## src/rtl/noc_pkg.sv

```systemverilog
`default_nettype none
// ============================================================================
// Module  : noc_pkg
// Brief   : Shared NoC definitions: flit-type encoding, default flit width
//           and one-hot source-port encoding for the west output controller.
// Revision: 1.0 - initial release
// ============================================================================
package noc_pkg;

  localparam int c_flit_w_default = 34;

  // Flit type carried in the two MSBs of every flit
  typedef enum logic [1:0] {
    FLIT_HEAD   = 2'b00,
    FLIT_BODY   = 2'b01,
    FLIT_TAIL   = 2'b10,
    FLIT_SINGLE = 2'b11
  } flit_type_e;

  // One-hot owner encoding of the sources that may feed the west output
  localparam int         c_num_src = 4;
  localparam logic [3:0] c_port_n  = 4'b0001;
  localparam logic [3:0] c_port_s  = 4'b0010;
  localparam logic [3:0] c_port_e  = 4'b0100;
  localparam logic [3:0] c_port_l  = 4'b1000;

  // Tail and single flits both close the packet
  function automatic logic is_last(flit_type_e t);
    return (t == FLIT_TAIL) || (t == FLIT_SINGLE);
  endfunction

endpackage
`default_nettype wire

```

## src/rtl/w_output_ctrl_if.sv

```systemverilog
`default_nettype none
// ============================================================================
// Module  : w_output_ctrl_if
// Brief   : West link bundle: registered flit/valid toward the neighbour and
//           the credit-return pulse coming back from its input buffer.
// Revision: 1.0 - initial release
// ============================================================================
interface w_output_ctrl_if #(
  parameter int FLIT_W = noc_pkg::c_flit_w_default
);
  logic [FLIT_W-1:0] w_flit_o;
  logic              w_valid_o;
  logic              w_credit_i;

  modport master (output w_flit_o, output w_valid_o, input w_credit_i);
  modport slave  (input w_flit_o, input w_valid_o, output w_credit_i);
endinterface
`default_nettype wire

```

## src/rtl/credit_counter.sv

```systemverilog
`default_nettype none
// ============================================================================
// Module  : credit_counter
// Brief   : Tracks free slots in the downstream buffer, 0..BUF_DEPTH.
//           A credit arriving while already full is dropped and flagged.
// Revision: 1.0 - initial release
// ============================================================================
module credit_counter #(
  parameter  int BUF_DEPTH = 4,
  localparam int CNT_W     = $clog2(BUF_DEPTH + 1)
) (
  input  wire logic             clk,
  input  wire logic             reset,
  input  wire logic             inc,
  input  wire logic             dec,
  output logic [CNT_W-1:0]      count,
  output logic                  nonzero,
  output logic                  overflow
);

  localparam logic [CNT_W-1:0] c_full = CNT_W'(BUF_DEPTH);

  logic [CNT_W-1:0] count_q;
  logic [CNT_W-1:0] count_d;

  // Next count: simultaneous inc/dec cancel; a full-counter credit is dropped
  always_comb begin
    count_d  = count_q;
    overflow = 1'b0;
    if (inc && !dec) begin
      if (count_q == c_full) begin
        overflow = 1'b1;
      end else begin
        count_d = count_q + 1'b1;
      end
    end else if (dec && !inc && (count_q != '0)) begin
      count_d = count_q - 1'b1;
    end
  end

  // Counter register, reloaded to a full buffer on reset
  always_ff @(posedge clk) begin
    if (!reset) begin
      count_q <= c_full;
    end else begin
      count_q <= count_d;
    end
  end

  assign count   = count_q;
  assign nonzero = |count_q;

endmodule
`default_nettype wire

```

## src/rtl/w_output_ctrl.sv

```systemverilog
`default_nettype none
// ============================================================================
// Module  : w_output_ctrl
// Brief   : West output-port controller. Accepts a one-hot grant, then
//           forwards the owner's flits to the west link under credit flow
//           control until a tail/single flit releases the port.
// Revision: 1.0 - initial release
// ============================================================================
module w_output_ctrl
  import noc_pkg::*;
#(
  parameter  int FLIT_W    = c_flit_w_default,
  parameter  int BUF_DEPTH = 4,
  localparam int CNT_W     = $clog2(BUF_DEPTH + 1)
) (
  input  wire logic              clk,
  input  wire logic              reset,
  input  wire logic              rrp_w_priority_to_cs_i,
  input  wire logic              rrp_w_priority_n_i,
  input  wire logic              rrp_w_priority_s_i,
  input  wire logic              rrp_w_priority_w_i,
  input  wire logic              rrp_w_priority_e_i,
  input  wire logic              rrp_w_priority_l_i,
  input  wire logic [FLIT_W-1:0] n_flit_i,
  input  wire logic [FLIT_W-1:0] s_flit_i,
  input  wire logic [FLIT_W-1:0] e_flit_i,
  input  wire logic [FLIT_W-1:0] l_flit_i,
  input  wire logic              n_valid_i,
  input  wire logic              s_valid_i,
  input  wire logic              e_valid_i,
  input  wire logic              l_valid_i,
  output logic                   n_pop_o,
  output logic                   s_pop_o,
  output logic                   e_pop_o,
  output logic                   l_pop_o,
  w_output_ctrl_if.master        w_link,
  output logic                   rr_register_change_order_o,
  output logic                   w_busy_o,
  output logic                   w_err_o,
  output logic [CNT_W-1:0]       w_credits_o
);

  localparam logic [0:0] c_idle = 1'b0;
  localparam logic [0:0] c_busy = 1'b1;

  logic [0:0]        state_q, state_d;
  logic [3:0]        owner_q, owner_d;
  logic [FLIT_W-1:0] w_flit_q, w_flit_d;
  logic              w_valid_q, w_valid_d;
  logic              chg_q, chg_d;
  logic              err_q, err_d;

  logic [3:0]        grant;
  logic [3:0]        src_valid;
  logic [FLIT_W-1:0] src_flit [c_num_src];
  logic [FLIT_W-1:0] sel_flit;
  logic              sel_valid;
  logic              sel_last;
  logic              legal;
  logic              pop;
  logic              cred_nonzero;
  logic              cred_overflow;

  assign grant       = {rrp_w_priority_l_i, rrp_w_priority_e_i,
                        rrp_w_priority_s_i, rrp_w_priority_n_i};
  assign src_valid   = {l_valid_i, e_valid_i, s_valid_i, n_valid_i};
  assign src_flit[0] = n_flit_i;
  assign src_flit[1] = s_flit_i;
  assign src_flit[2] = e_flit_i;
  assign src_flit[3] = l_flit_i;

  // Exactly one of n/s/e/l and never a west-to-west turn
  assign legal = rrp_w_priority_to_cs_i && $onehot(grant) && !rrp_w_priority_w_i;

  // One-hot AND-OR source mux steered by the latched owner
  always_comb begin
    sel_flit  = '0;
    sel_valid = 1'b0;
    for (int i = 0; i < c_num_src; i++) begin
      if (owner_q[i]) begin
        sel_flit  = sel_flit | src_flit[i];
        sel_valid = sel_valid | src_valid[i];
      end
    end
  end

  assign sel_last = is_last(flit_type_e'(sel_flit[FLIT_W-1:FLIT_W-2]));

  // Pop is suppressed while reset is held so no buffer is drained
  assign pop     = reset && (state_q == c_busy) && sel_valid && cred_nonzero;
  assign n_pop_o = pop && owner_q[0];
  assign s_pop_o = pop && owner_q[1];
  assign e_pop_o = pop && owner_q[2];
  assign l_pop_o = pop && owner_q[3];

  // FSM, output register and sticky-error next-state logic
  always_comb begin
    state_d   = state_q;
    owner_d   = owner_q;
    w_flit_d  = pop ? sel_flit : w_flit_q;
    w_valid_d = pop;
    chg_d     = pop && sel_last;
    err_d     = err_q || cred_overflow;
    case (state_q)
      c_idle: begin
        if (rrp_w_priority_to_cs_i) begin
          if (legal) begin
            state_d = c_busy;
            owner_d = grant;
          end else begin
            err_d = 1'b1;
          end
        end
      end
      c_busy: begin
        if (pop && sel_last) begin
          state_d = c_idle;
          owner_d = '0;
        end
      end
      default: begin
        state_d = c_idle;
        owner_d = '0;
      end
    endcase
  end

  // State registers; reset abandons any packet in flight
  always_ff @(posedge clk) begin
    if (!reset) begin
      state_q   <= c_idle;
      owner_q   <= '0;
      w_flit_q  <= '0;
      w_valid_q <= 1'b0;
      chg_q     <= 1'b0;
      err_q     <= 1'b0;
    end else begin
      state_q   <= state_d;
      owner_q   <= owner_d;
      w_flit_q  <= w_flit_d;
      w_valid_q <= w_valid_d;
      chg_q     <= chg_d;
      err_q     <= err_d;
    end
  end

  credit_counter #(
    .BUF_DEPTH (BUF_DEPTH)
  ) u_credit_counter (
    .clk      (clk),
    .reset    (reset),
    .inc      (w_link.w_credit_i),
    .dec      (pop),
    .count    (w_credits_o),
    .nonzero  (cred_nonzero),
    .overflow (cred_overflow)
  );

  assign w_link.w_flit_o         = w_flit_q;
  assign w_link.w_valid_o        = w_valid_q;
  assign rr_register_change_order_o = chg_q;
  assign w_busy_o                = (state_q == c_busy);
  assign w_err_o                 = err_q;

endmodule
`default_nettype wire

```

## src/flat_wrapper.sv

```systemverilog
// flat-port wrapper written by rule: the top's interface ports become plain ports
module w_output_ctrl_flat import noc_pkg::*;
#(
  parameter  int FLIT_W    = c_flit_w_default,
  parameter  int BUF_DEPTH = 4,
  localparam int CNT_W     = $clog2(BUF_DEPTH + 1)
)
  (clk, reset, rrp_w_priority_to_cs_i, rrp_w_priority_n_i, rrp_w_priority_s_i, rrp_w_priority_w_i, rrp_w_priority_e_i, rrp_w_priority_l_i, n_flit_i, s_flit_i, e_flit_i, l_flit_i, n_valid_i, s_valid_i, e_valid_i, l_valid_i, n_pop_o, s_pop_o, e_pop_o, l_pop_o, rr_register_change_order_o, w_busy_o, w_err_o, w_credits_o, w_link_w_flit_o, w_link_w_valid_o, w_link_w_credit_i);
  w_output_ctrl_if #(.FLIT_W(FLIT_W)) w_link_i ();
  input  wire logic clk;
  input  wire logic reset;
  input  wire logic rrp_w_priority_to_cs_i;
  input  wire logic rrp_w_priority_n_i;
  input  wire logic rrp_w_priority_s_i;
  input  wire logic rrp_w_priority_w_i;
  input  wire logic rrp_w_priority_e_i;
  input  wire logic rrp_w_priority_l_i;
  input  wire logic [FLIT_W-1:0] n_flit_i;
  input  wire logic [FLIT_W-1:0] s_flit_i;
  input  wire logic [FLIT_W-1:0] e_flit_i;
  input  wire logic [FLIT_W-1:0] l_flit_i;
  input  wire logic n_valid_i;
  input  wire logic s_valid_i;
  input  wire logic e_valid_i;
  input  wire logic l_valid_i;
  output logic n_pop_o;
  output logic s_pop_o;
  output logic e_pop_o;
  output logic l_pop_o;
  output logic rr_register_change_order_o;
  output logic w_busy_o;
  output logic w_err_o;
  output logic [CNT_W-1:0] w_credits_o;
  output wire logic [$bits(w_link_i.w_flit_o)-1:0] w_link_w_flit_o;
  output wire logic [$bits(w_link_i.w_valid_o)-1:0] w_link_w_valid_o;
  input wire logic [$bits(w_link_i.w_credit_i)-1:0] w_link_w_credit_i;
  assign w_link_w_flit_o = w_link_i.w_flit_o;
  assign w_link_w_valid_o = w_link_i.w_valid_o;
  assign w_link_i.w_credit_i = w_link_w_credit_i;
  w_output_ctrl #(.FLIT_W(FLIT_W), .BUF_DEPTH(BUF_DEPTH)) u_core (.clk(clk), .reset(reset), .rrp_w_priority_to_cs_i(rrp_w_priority_to_cs_i), .rrp_w_priority_n_i(rrp_w_priority_n_i), .rrp_w_priority_s_i(rrp_w_priority_s_i), .rrp_w_priority_w_i(rrp_w_priority_w_i), .rrp_w_priority_e_i(rrp_w_priority_e_i), .rrp_w_priority_l_i(rrp_w_priority_l_i), .n_flit_i(n_flit_i), .s_flit_i(s_flit_i), .e_flit_i(e_flit_i), .l_flit_i(l_flit_i), .n_valid_i(n_valid_i), .s_valid_i(s_valid_i), .e_valid_i(e_valid_i), .l_valid_i(l_valid_i), .n_pop_o(n_pop_o), .s_pop_o(s_pop_o), .e_pop_o(e_pop_o), .l_pop_o(l_pop_o), .w_link(w_link_i), .rr_register_change_order_o(rr_register_change_order_o), .w_busy_o(w_busy_o), .w_err_o(w_err_o), .w_credits_o(w_credits_o));
endmodule
```

## config.mk

```make
export PLATFORM = sky130hd
export DESIGN_NAME = w_output_ctrl_flat
export DESIGN_NICKNAME = d
export VERILOG_FILES = /design/src/rtl/noc_pkg.sv /design/src/rtl/w_output_ctrl_if.sv /design/src/rtl/credit_counter.sv /design/src/rtl/w_output_ctrl.sv /design/src/flat_wrapper.sv
export SDC_FILE = /design/constraint.sdc
export NUM_CORES = 1
export LEC_CHECK = 0
export ABC_AREA = 1
export ABC_CLOCK_PERIOD_IN_PS = 4910
export BUFFER_PORTS_ARGS = -buffer_cell sky130_fd_sc_hd__buf_2
export CORE_MARGIN = 2
export CORE_UTILIZATION = 44
export CTS_BUF_LIST = sky130_fd_sc_hd__clkbuf_4 sky130_fd_sc_hd__clkbuf_8 sky130_fd_sc_hd__clkbuf_16
export CTS_CLUSTER_DIAMETER = 50
export DETAILED_ROUTE_END_ITERATION = 12
export PLACE_DENSITY_LB_ADDON = 0.25
export REMOVE_ABC_BUFFERS = 1
export SLEW_MARGIN = 10
export SYNTH_ARGS = -nofsm -noshare
export SYNTH_HDL_FRONTEND = slang
export SYNTH_SLANG_ARGS = --single-unit
```

## constraint.sdc

```tcl
create_clock -name clk -period 4.91 [get_ports clk]
set_input_delay 0.982 -clock clk [delete_from_list [all_inputs] [get_ports clk]]
set_output_delay 0.982 -clock clk [all_outputs]
set_load 0.01 [all_outputs]
```

==> results of run 1 <==
-- per-stage QoR --
stage	util [%]	cell area [um2]	hold slack [ps]
global route	61.9	3620	533
floorplan	-	2450	487
detailed placement	60.4	3540	461
finish	61.9	3620	471
global placement	60.4	3540	464
CTS	61.9	3620	472
-- final cells by class --
class                      count  area share, %
inverter                      16           1.73
multi-input combinational    264           40.9
clock inverter                 3          0.484
tap                           75           2.59
timing repair buffer         197           27.5
clock buffer                   5           1.90
sequential                    45           24.9
-- power by group --
group | switching (mW) | internal [mW]
Combinational | 0.0959 | 0.0891
Clock | 0.121 | 0.0982
Sequential | 0.0208 | 0.376
-- metal layers --
metal  wire length [um]  up-vias  share of wire, %  track usage, %
li1                   -     1566                 -               -
met1               3120     1358                40            24.4
met2               3930      132                50            44.0
met3                638       14               8.1            5.33
met4                150        0               1.9            7.80
met5                  0        -                 0               0
-- layout by cell type (no fill, tap or decap), drive strengths merged --
master	count
a31oi	1
dfxtp	45
fa	2
inv	16
nand4	2
nand2	126
nor2	10
a221oi	33
nor3	1
clkinv	2
clkinvlp	1
buf	197
a21oi	39
ha	3
clkbuf	5
o21ai	35
nand3b	1
nand3	11
-- critical path: cells and delay by family --
| kind | cells | cell delay, ps |
|---|---|---|
| buf+inv | 2 | 600 |
| simple gates | 3 | 370 |
| compound gates | 1 | 220 |
-- state kept, by name, summed over array words and instances, names as in the netlist --
| name | cells |
|---|---|
| u_core.w_link.w_flit_o | 34 |
| u_core.owner_q | 4 |
| u_core.u_credit_counter.count | 3 |
| u_core.rr_register_change_order_o | 1 |
| u_core.w_busy_o | 1 |
| u_core.w_err_o | 1 |
| u_core.w_link.w_valid_o | 1 |
-- final timing paths --
kind	end	depth (start not counted)	slack [ps]	start
worst min register to register	u_core.w_link.w_flit_o[33]$_SDFFE_PN0N_	2	470	u_core.w_link.w_flit_o[33]$_SDFFE_PN0N_
worst max register to register	u_core.owner_q[2]$_SDFFE_PN0P_	9	2570	u_core.owner_q[3]$_SDFFE_PN0P_
worst max-delay path	n_pop_o	6	1740	reset
worst min-delay path	u_core.w_link.w_flit_o[33]$_SDFFE_PN0N_	2	470	u_core.w_link.w_flit_o[33]$_SDFFE_PN0N_
-- cells by family after synthesis --
kind of cell,count (synthesis),share of synthesized area (%)
AND/OR/NAND/NOR,151,23.5
AO/OA/AOI/OAI,108,29.9
flip-flops,45,34.3
buffers and inverters,43,9.37
adder cells (fa/ha/maj),5,2.95
==> results_dict.tcl, run 1 <==
set metrics [dict create \
    status "finished, final reports clean" \
    h-tree-depth 2 \
    place_congestion 0.819 \
    vias_per_cell 5.07 \
    irDropWorstVdd_mv 0.156 \
    antenna_left 0 \
    max_freq_mhz 316 \
    drc 0 \
    grt_usage_pct 23.0 \
    period_minus_slack_ps 3170 \
    critPathSlowestCell "buf_2" \
    cts_buffer_depth 2 \
    ys_types 28 \
    finalHoldViolCount 0 \
    syn_area_um2 2630 \
    setup_ws_ps 1740 \
    grt_setup_unrepaired "false" \
    cts_setup_buffers 0 \
    yosys_warnings 0 \
    wl_mm 7.84 \
    synth_top_area_share_pct 34.3 \
    insertion_delay_ps 290 \
    ys.flop_type "dfxtp_1" \
    hold_path.class "reg2reg" \
    slew_viol_final 0 \
    fin_setup_tns_ps 0 \
    relSlewSlack_pct 51.1 \
    async_flop_share_pct 0 \
    synth-edff-count 0 \
    synth_most_common_cell "nand2_1" \
    cts_hold_buf 0 \
    total_power_mw 0.802 \
    fin_cells 605 \
    synth_common_cells "nand2_1 (123), dfxtp_1 (45), a221oi_1 (33)" \
    grt_start_max_net_pins 69 \
    tightest_slew_ps 734 \
    drtIter0Drc 107 \
    netlist_instances 352 \
    area_growth_syn_to_layout_pct 37.7 \
    fp.coreArea_um2 5850 \
    ioPinCount 194 \
    cts_tree "done" \
    grt_pass1_wl_mm 12.0 \
    fillers 561 \
    ys_top_cells_by_area "dfxtp_1 (34%), nand2_1 (18%), a221oi_1 (11%), a21oi_2 (9.7%), o21ai_0 (3.8%)" \
    power_leakage_nw 1.85 \
    drive_above_1_share_pct 46.2 \
    grt_pass1_vias 2749 \
    clk_pin_slew_ps 80 \
    critPathKind "in2out" \
    numCtsBuffers 5 \
    multiInputGateArea_um2 1480 \
    vias 3070 \
    first_pass_iters 4 \
    grt_overflow 0 \
    num-nets-final 683 \
    pwr_density_cell_nw_per_um2 221 \
    place_ws_ps 1720 \
    start_kind "input port" \
    critical_path_arrival_ps 2180 \
    crit_path_frequent_cell "buf_2" \
    maxCapViolCount 0 \
    die_h_um 81.3 \
    seq_area_um2 901 \
    yosysTopAreaCell "dfxtp_1" \
    syn_area_per_cell_um2 7.47 \
    cp_max_fo 39 \
    worstPathCellList "buf_2, nand2_1, a21oi_4, nand2_8, nor2_1, buf_2" \
    cp.required_ps 3930 \
    placed_cells 597 \
    post_cts_resized 0 \
    portBuffers 193 \
    ys_ff_latch 45 \
    antenna_cells 0 \
    slowest_delay_ps 470 \
    end_kind "output pin" \
    grt_antenna_before_repair 0 \
    cts_sinks 45 \
    routedWlPerCell_um 13.0 \
    finClkSkew_ps 4.92 \
    die_w_um 81.3 \
    dp_hpwl_mm 6.04 \
    die_area_um2 6610 \
    yosysSeqAreaShare_pct 34.3 \
    setup_viol 0 \
    placementRows 28 \
    fin_crit_sh_pct 64.5 \
    ctsRootBufferMaster "clkbuf_8" \
    initial_core_util_pct 45.0 \
]
Note: power is estimated with default switching activity, not from simulation.
==> inputs of run 2 (changes only) <==
--- a/config.mk
+++ b/config.mk
@@ -6,10 +6,10 @@
 export NUM_CORES = 1
 export LEC_CHECK = 0
 export ABC_AREA = 1
-export ABC_CLOCK_PERIOD_IN_PS = 4910
+export ABC_CLOCK_PERIOD_IN_PS = 2800
 export BUFFER_PORTS_ARGS = -buffer_cell sky130_fd_sc_hd__buf_2
 export CORE_MARGIN = 2
-export CORE_UTILIZATION = 44
+export CORE_UTILIZATION = 37
 export CTS_BUF_LIST = sky130_fd_sc_hd__clkbuf_4 sky130_fd_sc_hd__clkbuf_8 sky130_fd_sc_hd__clkbuf_16
 export CTS_CLUSTER_DIAMETER = 50
 export DETAILED_ROUTE_END_ITERATION = 12
==> constraint.sdc (replaced) <==
create_clock -name clk -period 2.8 [get_ports clk]
set_input_delay 0.56 -clock clk [delete_from_list [all_inputs] [get_ports clk]]
set_output_delay 0.56 -clock clk [all_outputs]
set_load 0.01 [all_outputs]
==> run 2 against run 1 <==
- via count down 0.49%
- first-iteration DRC count is 6.5% lower
- combinational power rose by 83%
- non-clock buffer count is 2 higher
- clock power rose by 65%
- clock-buffer cell count unchanged
- highest routed layer unchanged
==> results_dict.tcl, run 2 (synthesized netlist as in run 1, its figures left out) <==
set metrics [dict create \
    largest_reg_flops 34 \
    grt_pass1_vias 2945 \
    fin_crit_sh_pct 84.8 \
    cts_sinks 45 \
    die_h_um 88.3 \
    comb_power_share_pct 24.4 \
    max_freq_mhz 421 \
    place_congestion 0.758 \
    first_pass_iters 4 \
    whs_endpoint "u_core.w_err_o$_SDFF_PN0_" \
    r2r_end "u_core.u_credit_counter.count[2]$_SDFFE_PN1P_" \
    cts_hold_buf 0 \
    fin_setup_tns_ps 0 \
    die_w_um 88.3 \
    num-nets-final 685 \
    postLayoutCoreUtil_pct 53.7 \
    grt_start_max_net_pins 43 \
    seq_power_share_pct 49.4 \
    start_kind "input port" \
    final_common_cell "buf_2" \
    fp.coreArea_um2 6830 \
    h-tree-depth 2 \
    grt_usage_pct 20.9 \
    cp.required_ps 2970 \
    portBuffers 193 \
    insertion_delay_ps 290 \
    wl_mm 8.21 \
    p_clk_share_pct 26.2 \
    finClkSkew_ps 5.05 \
    power_leakage_nw 1.86 \
    vias 3055 \
    drive_above_1_share_pct 46.2 \
    hold_start "u_core.w_err_o$_SDFF_PN0_" \
    critPathKind "in2reg" \
    vias_per_cell 4.87 \
    tightest_slew_ps 411 \
    timing.rr.start "u_core.u_credit_counter.count[0]$_SDFFE_PN0P_" \
    maxCapViolCount 0 \
    worstPathCellList "buf_2, ha_1, ha_1, fa_1, nor3_1, nand3_1, nor2_1, inv_1, nand3_1, a21oi_1" \
    ctsRootBufferMaster "clkbuf_8" \
    critical_path_arrival_ps 2550 \
    cts_setup_buffers 0 \
    critPathSlowestCell "fa_1" \
    placementRows 30 \
    period_minus_slack_ps 2380 \
    cts_tree "done" \
    grt_pass1_wl_mm 12.9 \
    swShare_pct 29.2 \
    slew_viol_final 0 \
    drc 0 \
    setup_viol 0 \
    dp_hpwl_mm 6.16 \
    antenna_left 0 \
    pwr_density_cell_nw_per_um2 378 \
    end_kind "register" \
    startpoint "rrp_w_priority_e_i" \
    power_switching_mw 0.404 \
    grt_antenna_before_repair 1 \
    slowest_delay_ps 440 \
    status "finished, final reports clean" \
    final_cell_mix "buf_2 (193), nand2_1 (123), dfxtp_1 (45), a221oi_1 (33), a21oi_2 (29)" \
    grt_setup_unrepaired "false" \
    clk_pin_slew_ps 80 \
    area_growth_syn_to_layout_pct 39.4 \
    routedWlPerCell_um 13.1 \
    rrSetupSlack_ps 1040 \
    initial_core_util_pct 38.5 \
    cp_max_fo 5 \
    hold_path.class "reg2reg" \
    relSlewSlack_pct 72.6 \
    die_area_um2 7800 \
    r2r_cells 11 \
    finalHoldViolCount 0 \
    post_cts_resized 0 \
    fillers 694 \
    cts_buffer_depth 2 \
    grt_overflow 0 \
    drtIter0Drc 100 \
    irDropWorstVdd_mv 0.171 \
    ioPinCount 194 \
    internal_power_mw 0.983 \
    hold-path-cell-count 2 \
    numCtsBuffers 5 \
]
==> run 2: power by group through the flow <==
stage	clock, mW	combinational [mW]	sequential, mW
5_1_grt	0.395	0.383	0.690
3_5_place_dp	0	0.341	0.700
6_report	0.363	0.339	0.686
3_3_place_gp	0	0.331	0.699
2_1_floorplan	0	0.147	0.719
4_1_cts	0.373	0.342	0.685
==> run 2: metrics by stage <==
stage	std cells	cell area (um2)	setup slack, ps	power (mW)	hold slack (ps)
3_3_place_gp	620	3590	292	1.03	450
2_1_floorplan	325	2450	485	0.866	487
6_report	627	3670	425	1.39	479
4_1_cts	626	3660	459	1.40	478
5_1_grt	627	3670	251	1.47	517
3_5_place_dp	620	3590	163	1.04	468
==> run 2: how the worst max path moves through the flow <==
stage | depth (start not counted) | end
floorplan | 9 | u_core.owner_q[0]$_SDFFE_PN0P_
global placement | 10 | u_core.owner_q[2]$_SDFFE_PN0P_
detailed placement | 10 | u_core.owner_q[3]$_SDFFE_PN0P_
CTS | 10 | u_core.owner_q[3]$_SDFFE_PN0P_
global route | 10 | u_core.owner_q[2]$_SDFFE_PN0P_
finish | 10 | u_core.owner_q[3]$_SDFFE_PN0P_
==> run 2: final cells by class <==
| class | instances | area (um2) | area share (%) |
|---|---|---|---|
| antenna | 1 | 2.50 | 0.0683 |
| clock buffer | 5 | 68.8 | 1.88 |
| clock inverter | 1 | 5.00 | 0.137 |
| inverter | 16 | 62.6 | 1.71 |
| multi-input combinational | 264 | 1480 | 40.4 |
| sequential | 45 | 901 | 24.6 |
| tap | 96 | 120 | 3.28 |
| timing repair buffer | 199 | 1020 | 27.9 |
==> run 2: worst max-delay path, delay by kind of cell <==
kind | cells | cell delay [ps]
adders and majority gates | 3 | 960
buffers and inverters | 2 | 280
and+or+nand+nor | 4 | 680
AOI/OAI and AO/OA | 1 | 70
==> run 2: metal layers <==
metal  global-route usage [%]  up-vias  wire (um)
li1                         -     1572          -
met1                     24.4     1316       3480
met2                     36.1      143       3790
met3                     4.76       24        663
met4                     10.6        0        280
met5                        0        -          0
==> inputs of run 3 (changes only) <==
--- a/config.mk
+++ b/config.mk
@@ -5,11 +5,11 @@
 export SDC_FILE = /design/constraint.sdc
 export NUM_CORES = 1
 export LEC_CHECK = 0
-export ABC_AREA = 1
-export ABC_CLOCK_PERIOD_IN_PS = 2800
+export ABC_AREA = 0
+export ABC_CLOCK_PERIOD_IN_PS = 1900
 export BUFFER_PORTS_ARGS = -buffer_cell sky130_fd_sc_hd__buf_2
 export CORE_MARGIN = 2
-export CORE_UTILIZATION = 37
+export CORE_UTILIZATION = 36
 export CTS_BUF_LIST = sky130_fd_sc_hd__clkbuf_4 sky130_fd_sc_hd__clkbuf_8 sky130_fd_sc_hd__clkbuf_16
 export CTS_CLUSTER_DIAMETER = 50
 export DETAILED_ROUTE_END_ITERATION = 12
==> constraint.sdc (replaced) <==
create_clock -name clk -period 1.9 [get_ports clk]
set_input_delay 0.38 -clock clk [delete_from_list [all_inputs] [get_ports clk]]
set_output_delay 0.38 -clock clk [all_outputs]
set_load 0.01 [all_outputs]
==> run 3 against run 2 <==
- clock skew increased by 2.7 ps
- flip-flop and latch count stayed put
- cell area is 4.6% higher
- clock power increased by 100%
- combinational power grew 7.1%
- first-iteration DRC count rose by 24%
- the run now ends with setup timing left
- synthesized cell count decreased by 26%
- die area down 4.0%
- worst setup slack got worse by 450 ps
- routed wire length shrank 2.2%
- power grew 49%
- non-clock buffer count rose by 17
==> results_dict.tcl, run 3 <==
set metrics [dict create \
    yosys_warnings 0 \
    crit_cells 9 \
    synth-edff-count 0 \
    grt_pass1_vias 2624 \
    final_common_cell "buf_2" \
    cts_hold_buf 0 \
    drtIter0Drc 124 \
    initial_core_util_pct 36.7 \
    r2r_end "u_core.u_credit_counter.count[2]$_SDFFE_PN1P_" \
    critPathSlowestCell "fa_1" \
    tightest_slew_ps 471 \
    cp_max_fo 4 \
    slew_viol_final 0 \
    die_w_um 86.5 \
    syn_area_um2 2450 \
    grt_antenna_before_repair 0 \
    period_minus_slack_ps 1930 \
    fin_crit_sh_pct 101 \
    max_freq_mhz 519 \
    setup_ws_ps -27.7 \
    drive_above_1_share_pct 54.5 \
    final_cell_mix "buf_2 (187), a22oi_1 (68), dfxtp_1 (42), nand3_1 (33), o211a_1 (33)" \
    fin_cells 537 \
    design_area_um2 3840 \
    die_h_um 86.5 \
    violations "setup timing" \
    wl_mm 8.03 \
    synth_top_area_share_pct 36.8 \
    total_power_mw 2.06 \
    numCtsBuffers 5 \
    power_leakage_nw 2.13 \
    crit_path_frequent_cell "ha_4" \
    cts_sinks 45 \
    fin_setup_tns_ps -51.8 \
    antenna_cells 0 \
    die_area_um2 7480 \
    placementRows 30 \
    portBuffers 193 \
    ctsRootBufferMaster "clkbuf_8" \
    yosysSeqAreaShare_pct 36.8 \
    synth_common_cells "a22oi_1 (68), dfxtp_1 (45), nand3_1 (33), o211a_1 (33), clkbuf_1 (17)" \
    cts_buffer_depth 2 \
    area_growth_syn_to_layout_pct 56.5 \
    num-nets-final 610 \
    first_pass_iters 4 \
    ys_ff_latch 45 \
    cp.required_ps 2120 \
    grt_overflow 0 \
    ioPinCount 194 \
    ys_top_cells_by_area "dfxtp_1 (37%), a22oi_1 (21%), o211a_1 (13%), nand3_1 (6.7%), clkbuf_1 (2.6%)" \
    routedWlPerCell_um 15.0 \
    vias_per_cell 5.49 \
    startpoint "rrp_w_priority_l_i" \
    rrSetupSlack_ps 30 \
    vias 2946 \
    r2r_cells 7 \
    start_kind "input port" \
    worstSetupEndpoint "u_core.owner_q[3]$_SDFFE_PN0P_" \
    drc 0 \
    slowest_delay_ps 450 \
    ys_types 34 \
    clk_pin_slew_ps 80 \
    h-tree-depth 2 \
    pwr_density_cell_nw_per_um2 538 \
    syn_area_per_cell_um2 9.36 \
    grt_pass1_wl_mm 12.1 \
    placed_cells 521 \
    largest_reg_flops 34 \
    cts_tree "done" \
    finalHoldViolCount 0 \
    irDropWorstVdd_mv 0.322 \
    dp_hpwl_mm 5.67 \
    grt_setup_unrepaired "true" \
    end_kind "register" \
    async_flop_share_pct 0 \
    critPathKind "in2reg" \
    finClkSkew_ps 7.75 \
    fillers 628 \
    critical_path_arrival_ps 2150 \
    cp_num_buf_inv 2 \
    fp.coreArea_um2 6680 \
    antenna_left 0 \
    status "finished, violations left" \
    ys.flop_type "dfxtp_1" \
    grt_start_max_net_pins 47 \
    crit_family "adder cells" \
    setup_viol 3 \
    hold_path.class "in2reg" \
    yosysTopAreaCell "dfxtp_1" \
    placed_area_um2 3490 \
    synth_most_common_cell "a22oi_1" \
    relSlewSlack_pct 68.6 \
    grt_usage_pct 20.2 \
    place_congestion 0.822 \
    timing.rr.start "u_core.u_credit_counter.count[2]$_SDFFE_PN1P_" \
    insertion_delay_ps 290 \
    maxCapViolCount 0 \
    worstPathCellList "buf_8, ha_4, ha_4, fa_1, nor4b_2, buf_4, and2_4, nand2_2, a21boi_1" \
    netlist_instances 262 \
]
==> run 3: cell types whose count changed in the layout (fill, tap and decap cells not counted), sizes merged, moves of 4 or more <==
cell / before / now
a21oi: 39 / 0
nand2: 126 / 11
inv: 16 / 0
o211ai: 0 / 4
nand3: 11 / 33
nor2: 10 / 2
a221oi: 33 / 1
and2: 0 / 5
o21ai: 35 / 1
buf: 199 / 216
a22oi: 0 / 68
o211a: 0 / 33
a21boi: 0 / 5
==> run 3: kinds of logic (layout without fill, tap and decap cells) <==
kind of cell    Yosys count  count (layout)  share of synthesized area, %
mux                       4               4                          1.89
fa+ha+maj                 5               5                          3.17
flops                    45              45                          36.8
xor+xnor                  1               1                         0.357
simple gates             59              59                          12.3
buf+inv                  30             225                          5.67
compound gates          118             118                          39.9
==> run 3: power by group <==
part | switching, mW | internal [mW]
sequential | 0.00749 | 0.953
combinational | 0.165 | 0.197
clock | 0.298 | 0.443
total | 0.471 | 1.59
==> run 3: cell type report <==
class                   instances  area [um2]  share of cell area [%]
clock buffers                   7        90.1                    2.35
clock inverters                 1        30.0                   0.783
inverters                       1        16.3                   0.424
multi-input cells             187        1510                    39.3
flip-flops and latches         45         905                    23.6
well taps                      80         100                    2.61
repair buffers                216        1190                    31.0
==> run 3: tightest hold or removal path: stages <==
cell and delay, ps:
buf_6 110, nand2_2 60, a21boi_2 50
==> run 3: repair_timing <==
item	4_1_cts	5_1_grt
resized for setup	14	26
pin swaps	5	13
cloned	0	0
setup endpoints to repair	11	10
buffers inserted	1	7
==> run 3: routing by layer <==
metal | global-route usage [%] | share of wire (%) | vias to the layer above
li1 | - | - | 1423
met1 | 24.7 | 41 | 1383
met2 | 36.2 | 52 | 129
met3 | 3.62 | 5.9 | 11
met4 | 5.68 | 1.4 | 0
met5 | 0 | 0 | -
==> run 3: how the worst min path moves through the flow <==
| stage | depth (start not counted) | slack, ps | startpoint | end |
|---|---|---|---|---|
| after floorplan | 1 | 510 | reset | u_core.w_err_o$_SDFF_PN0_ |
| after global routing | 3 | 350 | rrp_w_priority_e_i | u_core.owner_q[2]$_SDFFE_PN0P_ |
| after global placement | 1 | 450 | u_core.w_link.w_flit_o[33]$_SDFFE_PN0N_ | u_core.w_link.w_flit_o[33]$_SDFFE_PN0N_ |
| after detailed placement | 1 | 460 | u_core.w_link.w_flit_o[33]$_SDFFE_PN0N_ | u_core.w_link.w_flit_o[33]$_SDFFE_PN0N_ |
| final | 3 | 350 | rrp_w_priority_e_i | u_core.owner_q[2]$_SDFFE_PN0P_ |
| after CTS | 3 | 370 | rrp_w_priority_l_i | u_core.owner_q[3]$_SDFFE_PN0P_ |
==> run 3: metrics by stage <==
step / setup slack [ps] / util [%] / hold WS (ps)
floorplan: -787 / - / 508
global placement: -427 / 52.3 / 454
detailed placement: -469 / 52.3 / 457
CTS: 7.83 / 55.2 / 368
global route: -75.9 / 57.4 / 348
finish: -27.7 / 57.4 / 351
